### src/rtl/stepper_pulse_gen.sv
// STEP/DIR pulse generator: accumulates signed tick deltas into a pending count
// and paces STEP pulses with pulse-width, period, DIR-setup and end-stop rules.
module stepper_pulse_gen #(
    parameter int PULSE_HIGH   = 100,
    parameter int PULSE_PERIOD = 250,
    parameter int DIR_SETUP    = 50,
    parameter int MAX_PENDING  = 4000
) (
    input  logic               clock,
    input  logic               reset,
    input  logic               sync_sim_clock,
    input  logic signed [15:0] delta_steps,
    input  logic               end_left,
    input  logic               end_right,
    output logic               step,
    output logic               dir,
    output logic signed [15:0] step_count,
    output logic signed [16:0] pending,
    output logic               busy,
    output logic               overrun
);

    localparam int CNT_MAX = (PULSE_PERIOD > DIR_SETUP) ? PULSE_PERIOD : DIR_SETUP;
    localparam int CW      = $clog2(CNT_MAX + 1);

    localparam logic [CW-1:0]         HIGH_LOAD  = CW'(PULSE_HIGH);
    localparam logic [CW-1:0]         LOW_LOAD   = CW'(PULSE_PERIOD - PULSE_HIGH);
    localparam logic [CW-1:0]         SETUP_LOAD = CW'(DIR_SETUP);
    localparam logic [CW-1:0]         CNT_ONE    = CW'(1);
    localparam logic signed [18:0]    MAX_P      = 19'(MAX_PENDING);
    localparam logic signed [18:0]    MIN_P      = -19'(MAX_PENDING);

    typedef enum logic [1:0] {
        S_IDLE,
        S_SETUP,
        S_HIGH,
        S_LOW
    } state_t;

    state_t                state_q, state_d;
    logic [2:0]            sync_q;
    logic                  step_q, step_d;
    logic                  dir_q, dir_d;
    logic [CW-1:0]         cnt_q, cnt_d;
    logic signed [15:0]    count_q, count_d;
    logic signed [16:0]    pend_q, pend_d;
    logic                  overrun_q, overrun_d;

    logic                  tick_edge;
    logic                  issue;
    logic                  clear;
    logic                  want_pos;
    logic                  pend_zero;
    logic                  blocked;
    logic signed [18:0]    inc_w, dec_w, sum_w;

    // Bits [1:0] synchronise the tick, bit [2] holds history for edge detect.
    // They reset high so an input already high at release is not seen as an edge.
    assign tick_edge = sync_q[1] & ~sync_q[2];

    assign want_pos  = ~pend_q[16];
    assign pend_zero = (pend_q == '0);
    assign blocked   = want_pos ? end_left : end_right;

    always_comb begin
        state_d = state_q;
        step_d  = step_q;
        dir_d   = dir_q;
        cnt_d   = cnt_q;
        issue   = 1'b0;
        clear   = 1'b0;
        case (state_q)
            S_IDLE: begin
                if (!pend_zero) begin
                    if (blocked) begin
                        clear = 1'b1;
                    end else if (want_pos != dir_q) begin
                        dir_d   = want_pos;
                        cnt_d   = SETUP_LOAD;
                        state_d = S_SETUP;
                    end else begin
                        issue = 1'b1;
                    end
                end
            end
            S_SETUP: begin
                if (cnt_q == CNT_ONE) begin
                    if (pend_zero || (want_pos != dir_q)) begin
                        state_d = S_IDLE;
                    end else if (blocked) begin
                        clear   = 1'b1;
                        state_d = S_IDLE;
                    end else begin
                        issue = 1'b1;
                    end
                end else begin
                    cnt_d = cnt_q - CNT_ONE;
                end
            end
            S_HIGH: begin
                if (cnt_q == CNT_ONE) begin
                    step_d  = 1'b0;
                    cnt_d   = LOW_LOAD;
                    state_d = S_LOW;
                end else begin
                    cnt_d = cnt_q - CNT_ONE;
                end
            end
            S_LOW: begin
                if (cnt_q == CNT_ONE) begin
                    state_d = S_IDLE;
                end else begin
                    cnt_d = cnt_q - CNT_ONE;
                end
            end
            default: state_d = S_IDLE;
        endcase
        if (issue) begin
            step_d  = 1'b1;
            cnt_d   = HIGH_LOAD;
            state_d = S_HIGH;
        end
    end

    // Tick and step issue in the same cycle both apply; wide sum avoids wrap before clamping.
    always_comb begin
        inc_w     = tick_edge ? {{3{delta_steps[15]}}, delta_steps} : 19'sd0;
        dec_w     = issue ? (dir_q ? 19'sd1 : -19'sd1) : 19'sd0;
        sum_w     = {{2{pend_q[16]}}, pend_q} + inc_w - dec_w;
        overrun_d = overrun_q;
        count_d   = count_q;
        if (issue) begin
            count_d = count_q + (dir_q ? 16'sd1 : -16'sd1);
        end
        if (clear) begin
            pend_d = '0;
        end else if (sum_w > MAX_P) begin
            pend_d    = MAX_P[16:0];
            overrun_d = 1'b1;
        end else if (sum_w < MIN_P) begin
            pend_d    = MIN_P[16:0];
            overrun_d = 1'b1;
        end else begin
            pend_d = sum_w[16:0];
        end
    end

    always_ff @(posedge clock or negedge reset) begin
        if (!reset) begin
            state_q   <= S_IDLE;
            sync_q    <= 3'b111;
            step_q    <= 1'b0;
            dir_q     <= 1'b0;
            cnt_q     <= '0;
            count_q   <= '0;
            pend_q    <= '0;
            overrun_q <= 1'b0;
        end else begin
            state_q   <= state_d;
            sync_q    <= {sync_q[1:0], sync_sim_clock};
            step_q    <= step_d;
            dir_q     <= dir_d;
            cnt_q     <= cnt_d;
            count_q   <= count_d;
            pend_q    <= pend_d;
            overrun_q <= overrun_d;
        end
    end

    assign step       = step_q;
    assign dir        = dir_q;
    assign step_count = count_q;
    assign pending    = pend_q;
    assign busy       = (state_q != S_IDLE);
    assign overrun    = overrun_q;

endmodule
### config.mk
export PLATFORM = sky130hd
export DESIGN_NAME = stepper_pulse_gen
export DESIGN_NICKNAME = d
export VERILOG_FILES = /design/src/rtl/stepper_pulse_gen.sv
export SDC_FILE = /design/constraint.sdc
export NUM_CORES = 1
export LEC_CHECK = 0
export BUFFER_PORTS_ARGS = -buffer_cell sky130_fd_sc_hd__buf_2
export CORE_ASPECT_RATIO = 0.6
export CORE_MARGIN = 10
export CORE_UTILIZATION = 54
export DETAILED_ROUTE_END_ITERATION = 12
export PLACE_DENSITY = 0.79
export SYNTH_ARGS = -nofsm -noshare
export SYNTH_HDL_FRONTEND = slang
export SYNTH_SLANG_ARGS = --single-unit
### constraint.sdc
create_clock -name clock -period 7 [get_ports clock]
set_clock_uncertainty 0.2 [all_clocks]
set_input_delay 0 -clock clock [delete_from_list [all_inputs] [get_ports clock]]
set_output_delay 0 -clock clock [all_outputs]
set_load 0.02 [all_outputs]
After elaboration in Yosys (flattened, before gate mapping)
Cells that the tools add are included.
{ "totals": {"reg_bits": 49, "in_bits": 21, "out_inout_bits": 37, "elab_cells": 88} }
{ "classes": {"n_addsub": 4, "order_cmp": 2, "n_eq_ne": 13, "mux": 42, "bitwise": 6, "reduce_logical": 13} }
{ "ops": {"columns": ["op", "n"], "rows": [
  ["two-way mux 19 bit", 3],
  ["two-way mux 17 bit", 3],
  ["two-way mux 8 bit", 6],
  ["one-hot mux 8 bit (3 select lines)", 1],
  ["inequality test 3 bit, second input constant", 7],
  ["adder 19 bit", 1],
  ["greater-than comparator 19 x 13 -> 1 bit, second input constant", 1],
  ["< comparator 19 x 13 -> 1 bit, second input constant", 1],
  ["subtractor 19 bit", 1],
  ["two-way mux 2 bit", 9],
  ["zero test 17 bit", 1],
  ["adder 16 bit", 1],
  ["two-way mux 1 bit", 16],
  ["two-way mux 16 bit", 1],
  ["equality test 8 x 1 -> 1 bit, second input constant", 1],
  ["one-hot mux 2 bit (4 select lines)", 1],
  ["AND reduction 4 bit", 2],
  ["nonzero test 2 bit", 4],
  ["subtractor 8 x 1 -> 8 bit, second input constant", 1],
  ["AND reduction 7 bit", 1],
  ["inverter 1 bit", 5],
  ["equality test 2 bit, second input constant", 2],
  ["inequality test 4 bit, second input constant", 1],
  ["one-hot mux 1 bit (2 select lines)", 2],
  ["7 further kinds", 8]
]} }

Depth between registers and ports, before layout
{ "depth": {"ltp_word": 12, "mapped_depth": 20, "ltp_nobuf": 18} }

Least setup slack after synthesis
OpenSTA, ideal clock, no wires.
{ "synth_timing": {"kind": "register to register", "startpoint": "register cnt_q[4]", "endpoint": "register pend_q[3] (netlist: pending[3])", "setup_ps": 125, "arrival_time_ps": 6382, "t_required_ps": 6675, "slack_ps": 293, "stages_incl_launch_ff": 19, "path_buffers": 2, "period_less_slack_ps": 6707, "cell_sequence": "dfrtp_1 -> nor4_1 -> a31oi_1 -> nor2_1 -> nand2_1 -> clkbuf_1 -> nor2_1 -> fa_1 -> inv_1 -> ha_1 -> a211o_1 -> a211oi_4 -> o211ai_2 -> o21a_1 -> o31a_1 -> or4_4 -> o41a_1 -> buf_6 -> a2111oi_0"} }
{ "synth_between": {"elab_chain_len": 9, "elab_cells_between_ends": 12, "cone_classes": "add/sub: 1; order compare: 2; eq/ne: 1; mux: 8"} }
{ "synth_rtl": {"columns": ["element", "line", "source"], "rows": [
  ["start, declared", "44", "logic [CW-1:0] cnt_q, cnt_d;"],
  ["start signal, assigned", "163", "cnt_q <= cnt_d;"],
  ["equality test 8 x 1 -> 1 bit (*)", "87", "if (cnt_q == CNT_ONE) begin"],
  ["two-way mux 1 bit", "87", null],
  ["one-hot mux 1 bit (2 select lines)", "72", "case (state_q)"],
  ["two-way mux 19 bit", "128", "dec_w = issue ? (dir_q ? 19'sd1 : -19'sd1) : 19'sd0;"],
  ["subtractor 19 bit", "129", "sum_w = {{2{pend_q[16]}}, pend_q} + inc_w - dec_w;"],
  ["< comparator 19 x 13 -> 1 bit", "140", "end else if (sum_w < MIN_P) begin"],
  ["two-way mux 17 bit", "140", null],
  ["two-way mux 17 bit", "137", "end else if (sum_w > MAX_P) begin"],
  ["two-way mux 17 bit (*)", "135", "if (clear) begin"],
  ["net pend_d[3]", "46", "logic signed [16:0] pend_q, pend_d;"],
  ["end signal, assigned", "165", "pend_q <= pend_d;"],
  ["end, declared", "46", null]
]} }
The timed path passes the listed nets; every way through them passes the cells marked *.
A chain may end at the register's enable or synchronous reset.

Final worst setup path
{ "layout_timing": {"startpoint": "register pend_q[0] (netlist: pending[0])", "endpoint": "register pend_q[4] (netlist: pending[4])"} }
{ "layout_between": {"elab_chain_len": 11, "elab_cells_between_ends": 18, "cone_classes": "add/sub: 2; order compare: 2; mux: 12; reduce/logical: 2"} }
{ "layout_rtl": {"columns": ["element", "line", "source"], "rows": [
  ["zero test 17 bit", "62", "assign pend_zero = (pend_q == '0);"],
  ["logical OR 1 bit", "88", "if (pend_zero || (want_pos != dir_q)) begin"],
  ["two-way mux 1 bit", "88", null],
  ["two-way mux 1 bit", "87", null],
  ["one-hot mux 1 bit (2 select lines)", "72", null],
  ["two-way mux 19 bit", "128", null],
  ["subtractor 19 bit", "129", null],
  ["< comparator 19 x 13 -> 1 bit", "140", null],
  ["two-way mux 17 bit", "140", null],
  ["two-way mux 17 bit", "137", null],
  ["two-way mux 17 bit (*)", "135", null],
  ["net pend_d[4]", "46", null]
]} }
Marked as above.

==> impl_metrics.csv <==
group,metric,value,unit
global_routing,first_global_vias,4012,
global_routing,track_usage,19.7,%
placed_design,hpwl,9650,um
critical_path,crit_fanout,12,
final_layout,synthToLayoutAreaGrowth,13.6,%
route,final_antenna_net_count,0,
power,vdd_drop_max,337,uV
critical_path,critPathLaunchType,"register",
route,drt_wl_total,12200,um
global_routing,grt_first_pass_wirelength,20100,um
critical_path,critical_path_class,"register to register",
logic_synthesis,ys.warnings.count,0,
clock_tree,htreeDepth,2,
timing,finalSetupViolCount,0,
global_routing,overflow,0,
power,p_leak,2.44,nW
critical_path,endpoint_kind,"register",
route,initialDrtViolationCount,396,
outcome,status,"finished, final reports clean",
logic_synthesis,syn_area,0.00443,mm2
final_layout,final_util,63.4,%
route,vias,4225,
route,viasPerCell,6.03,
clock_tree,tritoncts,"yes",
route,wl_per_cell,17.4,um
floorplan,start_util,55.8,%
hold_path,hold_class,"input port to register",
floorplan,pin_count,58,
final_layout,final_net_count,666,
job,drv_cap,0,
timing,grt_setup_unrepaired,"false",
logic_synthesis,synth_seq_area_share,27.7,%
placed_design,io_buffers,57,
power,power_density,547,mW/mm2
clock_tree,ctsRootBufferMaster,"clkbuf_16",
logic_synthesis,async_reset_ff_share,100,%
placed_design,place.gp.congestion,0.903,
final_layout,num_antenna_cells,0,
route,first_pass_iters,5,
timing,fin_tns_setup,0,ns
clock_tree,clock_path_buffers,2,
global_routing,antenna_found_initial,0,
critical_path,crit_required,6.95,ns
timing,tightest_slew,1.09,ns
floorplan,core_area,0.00795,mm2
floorplan,dieArea,0.0124,mm2
logic_synthesis,synthTopCellsByCount,"inv_1 (67), nand2_1 (64), dfrtp_1 (46)",
logic_synthesis,synth_cell_types,64,
logic_synthesis,avgSynthCellArea,8.33,um2
clock_tree,postCtsSetupRepairBufs,0,
floorplan,fp.dieH,90.2,um
logic_synthesis,ys_seq_elements,49,
clock_tree,cts.clk_slew.worst_paths,0.06,ns
clock_tree,clock_latency,0.29,ns
logic_synthesis,syn_nets,606,
timing,fmax,162,MHz
logic_synthesis,synth_most_common_cell,"inv_1",
clock_tree,cts_made_buffers,5,
timing,slew_violations,0,
global_routing,grt_start_max_net_pins,50,
logic_synthesis,synth_top_area_share,26.0,%
floorplan,die_x,137,um
logic_synthesis,synthTopCellsByArea,"dfrtp_1 (26%), ha_1 (9.9%), fa_1 (8.1%)",
logic_synthesis,synth_edf_count,0,
logic_synthesis,synth_top_area_cell,"dfrtp_1",
final_layout,drive_gt1_share,14.0,%
timing,hold_viol,0,
floorplan,num_rows,25,
timing,relSlewSlack,27.1,%
critical_path,worst_ep_arrival_time,6.11,ns
route,drc,0,
timing,post-route-period-util,88.0,%
timing,period_minus_slack,6.16,ns
logic_synthesis,synth_ff_type,"dfrtp_1",
clock_tree,cts.sinks,49,
logic_synthesis,synthCells,532,
## report_power, final
part	total (mW)	internal, mW	switching (mW)
logic	1.99	0.747	1.24
clock network	0.237	0.132	0.104
registers	0.526	0.405	0.121
total	2.75	1.28	1.47
## final timing paths
path,slack (ns),to,depth (start not counted),from
worst max-delay path,0.84,pending[4],18,pending[0]
worst min-delay path,0.07,state_q[0],5,end_left
worst max register to register,0.84,pending[4],18,pending[0]
worst min register to register,0.15,sync_q[1],0,sync_q[0]
max in group asynchronous,5.68,step,2,reset
min in group asynchronous,0.26,cnt_q[4],2,reset
## layout make-up
cell class	instances	area, um2
well taps	108	135
flip-flops and latches	49	1230
clock buffers	7	133
multi-input cells	401	2900
inverters	67	251
repair buffers	68	378
clock inverters	1	5.00
fillers	693	2910
## sequential cells by signal, summed over array words and instances, names as in the netlist
| signal | count |
|---|---|
| pending | 17 |
| step_count | 16 |
| cnt_q | 8 |
| sync_q | 3 |
| state_q | 2 |
| dir | 1 |
| overrun | 1 |
| step | 1 |
## worst max-delay path, stage by stage, from the launching register on
cell	delay, ns
dfrtp_1	0.39
nor4_1	0.43
nand4_1	0.17
nor4_2	0.37
nor2b_1	0.15
nand2_1	0.13
nor2_2	0.10
buf_4	0.26
fa_1	0.53
inv_1	0.04
ha_1	0.37
a21oi_1	0.49
o211ai_1	0.20
nor4bb_1	0.18
o21a_1	0.15
o31a_1	0.30
or4_4	0.57
o41a_1	0.48
a2111oi_0	0.48
## timing repair
item | CTS | global route
hold buffers | 4 | 0
hold endpoints to repair | 48 | 0
endpoints found under the setup margin | 0 | 1
resized for setup | 0 | 1
## cell usage in the layout (no fill, tap or decap), drive strengths merged, types with 5 or more instances in the layout
cell,count
buf,64
nand3,10
o211ai,7
o32ai,5
o21bai,7
clkbuf,7
nor2,36
nand2b,6
a211oi,14
dfrtp,46
ha,35
inv,67
nor3,11
or3,8
xnor2,14
o21ai,30
o31ai,6
xor2,9
nand2,64
o21a,7
nor4,10
a21oi,35
fa,18
a21o,6
## through the flow
step	hold slack, ns	instance area (um2)	setup slack [ns]	total power, mW	cells
after floorplan	-0.496	4430	0.293	1.97	532
after global routing	0.0947	5030	0.270	3.00	701
final	0.0661	5030	0.841	2.75	701
after global placement	-0.0943	4850	1.07	2.39	689
after CTS	0.0679	5030	0.788	2.71	701
after detailed placement	-0.0924	4850	0.818	2.45	689
## kinds of logic (layout without fill, tap and decap cells)
group,after synthesis,in the layout,share of synthesized area (%)
and+or+nand+nor,170,170,18.3
AOI/OAI and AO/OA,153,153,23.8
buffers and inverters,82,143,7.11
adders and majority gates,53,53,18.0
DFF,49,49,27.7
xor gates and xnor gates,23,23,4.54
muxes,2,2,0.452
## layer usage
metal | GRT usage (%) | wire length, um | vias to the layer above
met5 | 0 | 0 | -
met4 | 3.23 | 64 | 0
met3 | 6.06 | 1330 | 6
met2 | 27.4 | 5060 | 201
met1 | 29.3 | 5770 | 2011
li1 | - | - | 2007
No activity file was read; power rests on OpenSTA's default activity.
